===== src/rtl/bus_master_ctrl_pkg.sv =====
// Shared constants for bus_master_ctrl: FSM encodings, bus direction values,
// error-data pattern and counter widths.
package bus_master_ctrl_pkg;

    localparam logic [1:0] ST_IDLE   = 2'd0;
    localparam logic [1:0] ST_SETUP  = 2'd1;
    localparam logic [1:0] ST_STROBE = 2'd2;
    localparam logic [1:0] ST_HOLD   = 2'd3;

    localparam logic DIR_WRITE = 1'b1;
    localparam logic DIR_READ  = 1'b0;

    localparam int unsigned DATA_W     = 8;
    localparam int unsigned WAIT_CNT_W = 4;
    localparam int unsigned TO_CNT_W   = 8;

    localparam logic [DATA_W-1:0] ERR_DATA = 8'hFF;

endpackage


===== src/rtl/bus_master_ctrl_wait_counter.sv =====
// bus_wait_counter: loadable down-counter with a zero flag, used for strobe
// wait states and for the bus_wait timeout window.
module bus_wait_counter #(
    parameter int unsigned W = 4
) (
    input  logic         clk,
    input  logic         rst,
    input  logic         i_load,
    input  logic [W-1:0] i_load_val,
    input  logic         i_dec,
    output logic         o_zero_c
);

    logic [W-1:0] r_count;

    // Load wins over decrement; decrement saturates at zero.
    always_ff @(posedge clk) begin
        if (rst) begin
            r_count <= '0;
        end else if (i_load) begin
            r_count <= i_load_val;
        end else if (i_dec && (r_count != '0)) begin
            r_count <= r_count - W'(1);
        end
    end

    assign o_zero_c = (r_count == '0);

endmodule


===== src/rtl/bus_master_ctrl.sv =====
// bus_master_ctrl: runs read/write cycles on the shared 8-bit data bus.
// Optional macro BUS_TIMEOUT_EN adds bus_wait stall handling and resp_err.
module bus_master_ctrl
    import bus_master_ctrl_pkg::*;
#(
    parameter int unsigned ADDR_W         = 8,
    parameter int unsigned WAIT_CYCLES    = 2,
    parameter int unsigned TIMEOUT_CYCLES = 16
) (
    input  logic              clk,
    input  logic              rst,
    input  logic              req_valid,
    output logic              req_ready,
    input  logic              req_we,
    input  logic [ADDR_W-1:0] req_addr,
    input  logic [7:0]        req_wdata,
    output logic              resp_valid,
    output logic [7:0]        resp_rdata,
    output logic [ADDR_W-1:0] bus_addr,
    output logic [7:0]        bus_dout,
    input  logic [7:0]        bus_din,
    output logic              bus_dir,
    output logic              bus_rd_n,
    output logic              bus_wr_n
`ifdef BUS_TIMEOUT_EN
    ,
    input  logic              bus_wait,
    output logic              resp_err
`endif
);

    if (WAIT_CYCLES > 15 || TIMEOUT_CYCLES < 1 || TIMEOUT_CYCLES > 255) begin : g_param_check
        $error("bus_master_ctrl: WAIT_CYCLES or TIMEOUT_CYCLES out of range");
    end

    logic [1:0]        r_state;
    logic              r_we;

    logic [1:0]        w_state_nxt;
    logic              w_we_nxt;
    logic [ADDR_W-1:0] w_addr_nxt;
    logic [7:0]        w_dout_nxt;
    logic              w_dir_nxt;
    logic              w_rd_n_nxt;
    logic              w_wr_n_nxt;
    logic              w_resp_valid_nxt;
    logic [7:0]        w_rdata_nxt;
    logic              w_leave;
    logic              w_wcnt_load;
    logic              w_wcnt_dec;
    logic              w_wcnt_zero;

`ifdef BUS_TIMEOUT_EN
    logic r_ext;
    logic r_err_pend;
    logic w_ext_nxt;
    logic w_err_pend_nxt;
    logic w_resp_err_nxt;
    logic w_timeout;
    logic w_tcnt_load;
    logic w_tcnt_dec;
    logic w_tcnt_zero;
`endif

    assign req_ready = (r_state == ST_IDLE) && !rst;

    bus_wait_counter #(.W(WAIT_CNT_W)) u_wait_cnt (
        .clk        (clk),
        .rst        (rst),
        .i_load     (w_wcnt_load),
        .i_load_val (WAIT_CNT_W'(WAIT_CYCLES)),
        .i_dec      (w_wcnt_dec),
        .o_zero_c   (w_wcnt_zero)
    );

`ifdef BUS_TIMEOUT_EN
    // Loaded with limit-1 so exactly TIMEOUT_CYCLES extension cycles are granted.
    bus_wait_counter #(.W(TO_CNT_W)) u_timeout_cnt (
        .clk        (clk),
        .rst        (rst),
        .i_load     (w_tcnt_load),
        .i_load_val (TO_CNT_W'(TIMEOUT_CYCLES - 1)),
        .i_dec      (w_tcnt_dec),
        .o_zero_c   (w_tcnt_zero)
    );
`endif

    // Next-state and next-output logic; every registered output is computed here.
    always_comb begin
        w_state_nxt      = r_state;
        w_we_nxt         = r_we;
        w_addr_nxt       = bus_addr;
        w_dout_nxt       = bus_dout;
        w_dir_nxt        = bus_dir;
        w_rd_n_nxt       = 1'b1;
        w_wr_n_nxt       = 1'b1;
        w_resp_valid_nxt = 1'b0;
        w_rdata_nxt      = resp_rdata;
        w_leave          = 1'b0;
        w_wcnt_load      = 1'b0;
        w_wcnt_dec       = 1'b0;
`ifdef BUS_TIMEOUT_EN
        w_ext_nxt        = r_ext;
        w_err_pend_nxt   = r_err_pend;
        w_resp_err_nxt   = 1'b0;
        w_timeout        = 1'b0;
        w_tcnt_load      = 1'b0;
        w_tcnt_dec       = 1'b0;
`endif

        case (r_state)
            ST_IDLE: begin
                if (req_valid && req_ready) begin
                    w_we_nxt    = req_we;
                    w_addr_nxt  = req_addr;
                    w_dir_nxt   = req_we ? DIR_WRITE : DIR_READ;
                    if (req_we) begin
                        w_dout_nxt = req_wdata;
                    end
                    w_state_nxt = ST_SETUP;
                end
            end
            ST_SETUP: begin
                w_wcnt_load = 1'b1;
                w_rd_n_nxt  = r_we;
                w_wr_n_nxt  = !r_we;
                w_state_nxt = ST_STROBE;
`ifdef BUS_TIMEOUT_EN
                w_ext_nxt      = 1'b0;
                w_err_pend_nxt = 1'b0;
`endif
            end
            ST_STROBE: begin
                w_rd_n_nxt = r_we;
                w_wr_n_nxt = !r_we;
`ifdef BUS_TIMEOUT_EN
                if (!r_ext) begin
                    if (!w_wcnt_zero) begin
                        w_wcnt_dec = 1'b1;
                    end else if (bus_wait) begin
                        w_tcnt_load = 1'b1;
                        w_ext_nxt   = 1'b1;
                    end else begin
                        w_leave = 1'b1;
                    end
                end else if (!bus_wait) begin
                    w_leave = 1'b1;
                end else if (w_tcnt_zero) begin
                    w_leave   = 1'b1;
                    w_timeout = 1'b1;
                end else begin
                    w_tcnt_dec = 1'b1;
                end
`else
                if (w_wcnt_zero) begin
                    w_leave = 1'b1;
                end else begin
                    w_wcnt_dec = 1'b1;
                end
`endif
                // Last strobe cycle: release strobes and capture read data.
                if (w_leave) begin
                    w_state_nxt = ST_HOLD;
                    w_rd_n_nxt  = 1'b1;
                    w_wr_n_nxt  = 1'b1;
                    if (!r_we) begin
                        w_rdata_nxt = bus_din;
                    end
`ifdef BUS_TIMEOUT_EN
                    if (w_timeout) begin
                        w_rdata_nxt    = ERR_DATA;
                        w_err_pend_nxt = 1'b1;
                    end
`endif
                end
            end
            ST_HOLD: begin
                w_state_nxt      = ST_IDLE;
                w_resp_valid_nxt = 1'b1;
                w_dir_nxt        = DIR_READ;
`ifdef BUS_TIMEOUT_EN
                w_resp_err_nxt   = r_err_pend;
                w_err_pend_nxt   = 1'b0;
`endif
            end
            default: begin
                w_state_nxt = ST_IDLE;
            end
        endcase
    end

    // State and output registers; reset aborts any transaction in flight.
    always_ff @(posedge clk) begin
        if (rst) begin
            r_state    <= ST_IDLE;
            r_we       <= 1'b0;
            bus_addr   <= '0;
            bus_dout   <= '0;
            bus_dir    <= DIR_READ;
            bus_rd_n   <= 1'b1;
            bus_wr_n   <= 1'b1;
            resp_valid <= 1'b0;
            resp_rdata <= '0;
`ifdef BUS_TIMEOUT_EN
            r_ext      <= 1'b0;
            r_err_pend <= 1'b0;
            resp_err   <= 1'b0;
`endif
        end else begin
            r_state    <= w_state_nxt;
            r_we       <= w_we_nxt;
            bus_addr   <= w_addr_nxt;
            bus_dout   <= w_dout_nxt;
            bus_dir    <= w_dir_nxt;
            bus_rd_n   <= w_rd_n_nxt;
            bus_wr_n   <= w_wr_n_nxt;
            resp_valid <= w_resp_valid_nxt;
            resp_rdata <= w_rdata_nxt;
`ifdef BUS_TIMEOUT_EN
            r_ext      <= w_ext_nxt;
            r_err_pend <= w_err_pend_nxt;
            resp_err   <= w_resp_err_nxt;
`endif
        end
    end

endmodule

===== config.mk =====
export PLATFORM = sky130hd
export DESIGN_NAME = bus_master_ctrl
export DESIGN_NICKNAME = d
export VERILOG_FILES = /design/src/rtl/bus_master_ctrl_pkg.sv /design/src/rtl/bus_master_ctrl_wait_counter.sv /design/src/rtl/bus_master_ctrl.sv
export SDC_FILE = /design/constraint.sdc
export NUM_CORES = 1
export LEC_CHECK = 0
export CAP_MARGIN = 25
export CORE_ASPECT_RATIO = 1.75
export CORE_MARGIN = 2
export CORE_UTILIZATION = 45
export CTS_BUF_LIST = sky130_fd_sc_hd__clkbuf_4
export DETAILED_ROUTE_END_ITERATION = 10
export PLACE_DENSITY = 0.81
export RECOVER_POWER = 50
export SYNTH_ARGS = -nofsm -noshare
export SYNTH_HDL_FRONTEND = slang
export SYNTH_SLANG_ARGS = --single-unit

===== constraint.sdc =====
create_clock -name clk -period 2 [get_ports clk]
set_input_delay 0.5 -clock clk [delete_from_list [all_inputs] [get_ports clk]]
set_output_delay 0.5 -clock clk [all_outputs]
set_load 0.01 [all_outputs]

==> qor.txt, run 1 <==
CLOCK NETWORK
-----------------------------------------------------------------------------------------------------------------
Number of buffers added for setup after CTS                                                                     0
Clk_lat worst skew                                                                                         340 ps
Number of buffers added by the clock tree synthesis step                                                        5
Clk pin slew, worst setup/hold paths                                                                       100 ps
CTS Hold Bufs                                                                                                   0
Longest Clk Path Bufs                                                                                           2
Number of clock sinks                                                                                          35
Number of H-tree levels                                                                                         2
Clock tree from TritonCTS                                                                                    done
Clock root buffer master                                                                             sky130_fd_sc_hd__clkbuf_4

WORST SETUP PATH
-----------------------------------------------------------------------------------------------------------------
Arrival time of the worst setup path                                                                      1370 ps
Nature of the critical path startpoint                                                                   register
Worst-path fanout max                                                                                           4
Kind of end point of the critical path                                                                output port
Endpoint of the worst register-to-register path                                                      resp_rdata[7]
Origin of the worst setup path                                                                         r_state[1]
Required time worst endpoint                                                                              1500 ps
Slack of the worst reg-to-reg path                                                                         290 ps
Type of the setup path with the least slack                                                               reg2out
Crit Reg-Reg Startpoint                                                                                r_state[0]
R2R depth                                                                                                       5
Capturing instance or port of the critical path                                                         req_ready

DIE
-----------------------------------------------------------------------------------------------------------------
Total Die Area                                                                                       0.00391 sq mm
Number of placed I/O pins                                                                                      57
Die span in x                                                                                        48.1 microns
Initial core utilization                                                                                    46.1%
Core Region                                                                                          0.00333 sq mm
Die height                                                                                           81.2 microns
Number of cell rows                                                                                            28

LOGIC SYNTHESIS
-----------------------------------------------------------------------------------------------------------------
Combinational family with the most area after synthesis                                              simple AND/OR/NAND/NOR gates
Netlist area before placement                                                                        0.00153 sq mm
Post-synthesis sequential element count                                                                        35
Cell type with the highest aggregate area in the netlist                                             sky130_fd_sc_hd__dfxtp_1
Warnings from Yosys                                                                                             0
Fraction of post-synthesis cell area in the top cell type by area                                           45.7%
Complex-gate fraction of the synthesized area                                                               12.7%
Share of synthesized cell area in and, or, nand and nor gates                                               25.8%
Synthesized area divided by synthesized cell count                                                     9.02 sq um
Synth top area cells                                                                                 sky130_fd_sc_hd__dfxtp_1 46%, sky130_fd_sc_hd__nand2b_1 6.9%, sky130_fd_sc_hd__nand2_1 6.9%, sky130_fd_sc_hd__a21oi_1 6.5%, sky130_fd_sc_hd__mux2i_1 6.5%
Parity-gate share of the synthesized area counting xor and xnor cells                                          0%
Arithmetic-cell share of the synthesized area counting full adders, half adders and majority gates          4.89%
Sequential share of the synthesized area                                                                    45.7%
Gate count after technology mapping                                                                           170
Post-Synthesis Net Count                                                                                      204
Multiplexer share of the synthesized area                                                                   6.53%
Number of distinct library cell variants in the gate-level netlist after synthesis                             32
Post-synth EDFFs                                                                                                0
Prevailing post-synth register cell                                                                  sky130_fd_sc_hd__dfxtp_1
Share of synthesized flip-flops with an asynchronous set or reset                                              0%

FINAL LAYOUT
-----------------------------------------------------------------------------------------------------------------
Core Util, Final                                                                                            65.2%
Total Nets Final                                                                                              261
Total inserted antenna cells                                                                                    0
Area growth, synth to finish                                                                                41.4%
Share of post-route cells with drive strength above 1                                                       7.89%

GLOBAL ROUTING
-----------------------------------------------------------------------------------------------------------------
GRT Util Overall                                                                                            17.8%
First-pass GRT wire length                                                                           5030 microns
Number of antenna violations at the first check in global routing                                               0
Vias in the first global route                                                                               1192
Maximum number of pins on one net before global-route repair                                                   45
Remaining global-route overflow                                                                                 0

DRT
-----------------------------------------------------------------------------------------------------------------
Post-detailed-route DRC marker count                                                                            0
Routed wirelength normalized by instance count                                                       11.9 microns
Number of vias in the routed layout                                                                          1342
Met3 wire length                                                                                      149 microns
Number of antenna-violating nets in the routed design                                                           0
Routed WL                                                                                            3250 microns
Topmost layer with routed signal wires                                                                       met4
1st-pass router iterations                                                                                      4
First-iteration detailed-routing DRC count                                                                     14
DRT met1 WL                                                                                          1200 microns
Routed length on met2                                                                                1830 microns
Mean number of vias per cell                                                                                 4.92

TIMING
-----------------------------------------------------------------------------------------------------------------
Final hold violation count                                                                                      0
Slew at the pin closest to its max-slew limit                                                              538 ps
Final Hold Slack                                                                                           460 ps
Number of max-slew violations in the final report                                                               0
RSZ-0062 raised after global routing                                                                           no
Final Setup Violations                                                                                          0
Worst relative slew slack                                                                                   64.1%
Min Clock Period, post-route                                                                              1870 ps
Achievable Freq                                                                                           534 MHz
Clk_skew                                                                                                  6.22 ps
Portion of the clock cycle consumed by the worst path in the final layout                                   93.6%

POWER AND IR DROP
-----------------------------------------------------------------------------------------------------------------
Areal power density over the cells                                                                    983 mW/mm^2
Peak supply drop                                                                                       0.000478 V
Pleak                                                                                                    0.790 nW

HOLD PATH
-----------------------------------------------------------------------------------------------------------------
Launch point of the worst hold path                                                                   bus_dout[5]
Class of the worst hold path                                                                              reg2reg

RUN STATUS
-----------------------------------------------------------------------------------------------------------------
Outcome                                                                                              finished, final reports clean

PLACED DESIGN
-----------------------------------------------------------------------------------------------------------------
Placer Congestion                                                                                           0.735
Number of buffers added on ports                                                                               56
Final HPWL DP                                                                                        2470 microns

FLOW RUN
-----------------------------------------------------------------------------------------------------------------
Count of maximum capacitance violations                                                                         0

==> cell type report <==
class                      count  area (sq um)
fill                         296          1160
sequential                    35           702
multi-input combinational    120           746
inverter                       5          18.8
tap                           45          56.3
timing repair buffer          60           589
clock inverter                 1          5.00
clock buffer                   7          52.6
==> routing by layer <==
metal | up-vias | global-route usage [%]
li1 | 685 | -
met2 | 37 | 31.9
met4 | 0 | 8.11
met1 | 614 | 18.0
met3 | 6 | 4.44
met5 | - | 0
==> cells by family (layout without fill, tap and decap cells) <==
kind of cell    after synthesis  after routing
flops                        35             35
buf+inv                      15             73
mux                          10             10
simple gates                 73             73
fa+ha+maj                     6              6
compound gates               31             31
==> worst max-delay path, cell delays in order, from the launching register on <==
cell and delay, ps:
sky130_fd_sc_hd__dfxtp_1 380, sky130_fd_sc_hd__inv_2 70, sky130_fd_sc_hd__ha_2 180, sky130_fd_sc_hd__nor2b_1 120, sky130_fd_sc_hd__dlygate4sd2_1 270
==> repair_timing <==
| item | 4_1_cts | 5_1_grt |
|---|---|---|
| cloned | 0 | 0 |
| pin swaps | 0 | 0 |
| endpoints found under the hold margin | 0 | 0 |
| endpoints found under the setup margin | 1 | 1 |
| resized for setup | 3 | 1 |
==> how the worst min path moves through the flow <==
stage / end / slack [ps] / cells after the start
after CTS: bus_addr[1] / 460 / 2
after floorplan: bus_addr[0] / 480 / 2
after global placement: bus_dout[3] / 440 / 2
after global routing: bus_dout[5] / 480 / 2
final: bus_dout[5] / 460 / 2
after detailed placement: bus_addr[1] / 450 / 2
==> sequential cells by signal (all words and copies together) (netlist names) <==
signal / flops
bus_addr: 8
resp_rdata: 8
bus_rd_n: 1
bus_dout: 8
r_we: 1
resp_valid: 1
bus_dir: 1
u_wait_cnt.r_count: 4
r_state: 2
bus_wr_n: 1
==> Yosys cell counts, types with 3 or more instances <==
cell	number
sky130_fd_sc_hd__nor2_1	5
sky130_fd_sc_hd__mux2i_1	10
sky130_fd_sc_hd__nand2_1	28
sky130_fd_sc_hd__nand2b_1	17
sky130_fd_sc_hd__dfxtp_1	35
sky130_fd_sc_hd__inv_1	5
sky130_fd_sc_hd__clkbuf_1	3
sky130_fd_sc_hd__nand3_1	10
sky130_fd_sc_hd__nor2b_1	3
sky130_fd_sc_hd__ha_1	6
sky130_fd_sc_hd__buf_2	6
sky130_fd_sc_hd__a21oi_1	20
==> through the flow <==
stage | setup WS, ps | power, mW | area, sq um | setup TNS, ps | instances
after floorplan | 331 | 1.45 | 1530 | 0 | 170
after global placement | -59.5 | 1.80 | 2130 | -59.5 | 265
after detailed placement | -89.4 | 1.82 | 2130 | -251 | 265
after CTS | 41.6 | 2.21 | 2190 | 0 | 273
after global routing | 9.68 | 2.29 | 2170 | 0 | 273
final | 127 | 2.13 | 2170 | 0 | 273
==> power breakdown <==
group	total (mW)	internal [mW]	switching, mW	leakage, nW
registers	0.898	0.825	0.0730	0.285
clock network	0.389	0.164	0.225	0.0361
logic	0.846	0.429	0.417	0.468
==> cells in the final DEF, fill, tap and decap left out, drive strengths merged <==
master and count:
clkdlybuf4s50 53, dfxtp 35, nand2 28, a21oi 20, nand2b 17, nand3 10
mux2i 10, clkbuf 7, nor2 6, ha 6, inv 5, buf 4
nor2b 3, nor3 2, o21ai 2, a211oi 2, dlygate4sd3 2, and4b 2
nand4b 1, nand4bb 1, or3b 1, a21boi 1, o21a 1, nor3b 1
a2bb2oi 1, a21o 1, o211ai 1, o31ai 1, nor4b 1, a311oi 1
clkinv 1, dlygate4sd2 1
Power figures use the tool's default switching activity.
==> run 2: changes to the inputs <==
- PLACE_DENSITY: 0.81 -> not set
- PLACE_DENSITY_LB_ADDON: not set -> 0.15
- SYNTH_HIERARCHICAL: not set -> 1
==> run 2 against run 1 <==
Register-to-register slack got worse by 120 ps. Global-route usage grew 2.0 points. Largest power group is now combinational cells. Cell area grew 0.46%.
==> qor.txt, run 2 <==
DRT
-------------------------------------------------------------------------------------------------
DRT met1 WL                                                                          1330 microns
Routed length on met2                                                                1940 microns
1st-pass router iterations                                                                      4
First-iteration detailed-routing DRC count                                                     12
Post-detailed-route DRC marker count                                                            0
Number of antenna-violating nets in the routed design                                           0
Mean number of vias per cell                                                                 4.84
Number of vias in the routed layout                                                          1366
Routed WL                                                                            3520 microns
Routed wirelength normalized by instance count                                       12.5 microns
Met3 wire length                                                                      181 microns
Topmost layer with routed signal wires                                                       met4

TIMING
-------------------------------------------------------------------------------------------------
Min Clock Period, post-route                                                              1920 ps
RSZ-0062 raised after global routing                                                           no
Clk_skew                                                                                  5.76 ps
Final worst slack                                                                         80.5 ps
Number of max-slew violations in the final report                                               0
Accumulated negative setup slack                                                             0 ps
Portion of the clock cycle consumed by the worst path in the final layout                   96.0%
Final Setup Violations                                                                          0
Final hold violation count                                                                      0
Achievable Freq                                                                           521 MHz
Final Hold Slack                                                                           455 ps

LOGIC SYNTHESIS
-------------------------------------------------------------------------------------------------
Prevailing post-synth register cell                                                  sky130_fd_sc_hd__dfxtp_1
Cell type with the highest aggregate area in the netlist                             sky130_fd_sc_hd__dfxtp_1
Synthesized area divided by synthesized cell count                                     8.57 sq um
Sequential share of the synthesized area                                                    46.5%
Post-synthesis sequential element count                                                        35
Fraction of post-synthesis cell area in the top cell type by area                           46.5%
Most repeated cell in the gate-level netlist after synthesis                         sky130_fd_sc_hd__nand2_1
Commonest cells in the synthesized netlist                                           53 x sky130_fd_sc_hd__nand2_1, 35 x sky130_fd_sc_hd__dfxtp_1, 26 x sky130_fd_sc_hd__a21oi_1, 9 x sky130_fd_sc_hd__nor2_1
Post-synth EDFFs                                                                                0
Synth top area cells                                                                 sky130_fd_sc_hd__dfxtp_1 46%, sky130_fd_sc_hd__nand2_1 13%, sky130_fd_sc_hd__a21oi_1 8.6%, sky130_fd_sc_hd__ha_1 5.0%, sky130_fd_sc_hd__nor2_1 2.2%
Warnings from Yosys                                                                             6
Netlist area before placement                                                        0.00151 sq mm
Number of distinct library cell variants in the gate-level netlist after synthesis             34
Gate count after technology mapping                                                           176
Share of synthesized flip-flops with an asynchronous set or reset                              0%

PLACED DESIGN
-------------------------------------------------------------------------------------------------
Number of buffers added on ports                                                               56
Cell Area, Placed                                                                    0.00211 sq mm
DP Cell Count                                                                                 273
Final HPWL DP                                                                        2750 microns
Pre-CTS WS                                                                                -147 ps
Placer Congestion                                                                           0.729

FINAL LAYOUT
-------------------------------------------------------------------------------------------------
Non-Filler Cell Area, Final                                                          0.00218 sq mm
Share of post-route cells with drive strength above 1                                       9.62%
Area growth, synth to finish                                                                44.6%
Number of fill cells                                                                          295
Non-filler instance count after layout                                                        282
Registers with the most flip-flops                                                   bus_addr (8), bus_dout (8), resp_rdata (8)
Top library cells by usage in the layout, fill and taps aside                        53 x sky130_fd_sc_hd__nand2_1, 37 x sky130_fd_sc_hd__clkdlybuf4s50_1, 32 x sky130_fd_sc_hd__dfxtp_1, 26 x sky130_fd_sc_hd__a21oi_1, 18 x sky130_fd_sc_hd__dlygate4sd3_1
Area occupied by multi-input gates                                                      753 sq um
Most frequent standard cell in the layout excluding fill and tap cells               sky130_fd_sc_hd__nand2_1
Total Nets Final                                                                              272
Area used by sequential logic in the layout                                             704 sq um
Total inserted antenna cells                                                                    0

CLOCK NETWORK
-------------------------------------------------------------------------------------------------
Clock tree from TritonCTS                                                                    done
CTS Hold Bufs                                                                                   0
Number of clock sinks                                                                          35
Clock root buffer master                                                             sky130_fd_sc_hd__clkbuf_4
Number of buffers added by the clock tree synthesis step                                        5
Clk_lat worst skew                                                                         320 ps
Clk pin slew, worst setup/hold paths                                                       100 ps
Longest Clk Path Bufs                                                                           2
Number of H-tree levels                                                                         2

WORST SETUP PATH
-------------------------------------------------------------------------------------------------
Arrival time of the worst setup path                                                      1420 ps
Type of the setup path with the least slack                                               reg2out
Nature of the critical path startpoint                                                   register
Worst-path fanout max                                                                           4
Kind of end point of the critical path                                                output port
Required time worst endpoint                                                              1500 ps

DIE
-------------------------------------------------------------------------------------------------
Die height                                                                           80.6 microns
Number of cell rows                                                                            27
Initial core utilization                                                                    47.5%
Core Region                                                                          0.00318 sq mm
Number of placed I/O pins                                                                      57
Die span in x                                                                        47.8 microns
Total Die Area                                                                       0.00385 sq mm

RUN STATUS
-------------------------------------------------------------------------------------------------
Outcome                                                                              finished, final reports clean

GLOBAL ROUTING
-------------------------------------------------------------------------------------------------
GRT Util Overall                                                                            19.8%
Maximum number of pins on one net before global-route repair                                   39
Remaining global-route overflow                                                                 0
First-pass GRT wire length                                                           5600 microns
Number of antenna violations at the first check in global routing                               0
Vias in the first global route                                                               1335

POWER AND IR DROP
-------------------------------------------------------------------------------------------------
Areal power density over the cells                                                   1010 mW/mm^2
Pleak                                                                                    0.845 nW
Peak supply drop                                                                       0.000738 V

FLOW RUN
-------------------------------------------------------------------------------------------------
Count of maximum capacitance violations                                                         0

HOLD PATH
-------------------------------------------------------------------------------------------------
Class of the worst hold path                                                              reg2reg

-- run 2: changes by cell type after synthesis, moves of 2 or more --
cell and change:
sky130_fd_sc_hd__a21oi_1 +6, sky130_fd_sc_hd__a311oi_1 +2, sky130_fd_sc_hd__buf_2 -2, sky130_fd_sc_hd__buf_4 +2, sky130_fd_sc_hd__clkbuf_1 -2, sky130_fd_sc_hd__conb_1 +2, sky130_fd_sc_hd__mux2i_1 -8, sky130_fd_sc_hd__nand2_1 +25
sky130_fd_sc_hd__nand2b_1 -17, sky130_fd_sc_hd__nand3_1 -8, sky130_fd_sc_hd__nor2_1 +4
-- run 2: path summary, 6_finish.rpt --
path                                            start       endpoint  slack, ps  cells after the start
worst max-delay path                       r_state[0]      req_ready         80                      4
worst min-delay path                    resp_rdata[6]  resp_rdata[6]        450                      2
worst max register to register  u_wait_cnt/r_count[1]     r_state[1]        170                      7
worst min register to register          resp_rdata[6]  resp_rdata[6]        450                      2
-- run 2: critical path, stage by stage, from the launching register on --
cell and delay (ps):
sky130_fd_sc_hd__dfxtp_1 400, sky130_fd_sc_hd__inv_2 80, sky130_fd_sc_hd__ha_1 220, sky130_fd_sc_hd__nor2b_1 130, sky130_fd_sc_hd__dlygate4sd2_1 280
-- run 2: area by class of cell --
type | count | share of cell area, %
sequential | 35 | 32.3
clock inverter | 3 | 0.689
clock buffer | 5 | 1.72
timing repair buffer | 61 | 27.2
tap | 43 | 2.47
inverter | 6 | 1.03
multi-input combinational | 129 | 34.6
-- run 2: cell families after synthesis --
kind of cell | count (synthesis) | share of synthesized area, %
compound gates | 37 | 16.0
other cells | 2 | 0.498
mux | 3 | 2.32
simple gates | 79 | 25.1
buf+inv | 14 | 4.56
flops | 35 | 46.5
fa+ha+maj | 6 | 4.98
-- run 2: what timing repair did --
item,in CTS,in global routing
pin swaps,0,1
gates resized for setup,2,6
buffers inserted,0,1
setup endpoints to repair,1,11
-- run 2: per-stage QoR --
stage | utilization (%) | power (mW)
2_1_floorplan | - | 1.53
3_3_place_gp | 66.5 | 1.85
3_5_place_dp | 66.5 | 1.91
4_1_cts | 68.2 | 2.26
5_1_grt | 68.6 | 2.37
6_report | 68.6 | 2.21
-- run 2: where the power goes --
part | internal [mW] | switching, mW
registers | 0.829 | 0.0853
clock network | 0.129 | 0.225
logic | 0.443 | 0.499
-- run 2: layer usage --
| metal | vias to the layer above | global-route usage (%) |
|---|---|---|
| met3 | 7 | 5.62 |
| met4 | 0 | 8.38 |
| li1 | 705 | - |
| met1 | 617 | 20.8 |
| met5 | - | 0 |
| met2 | 37 | 34.3 |
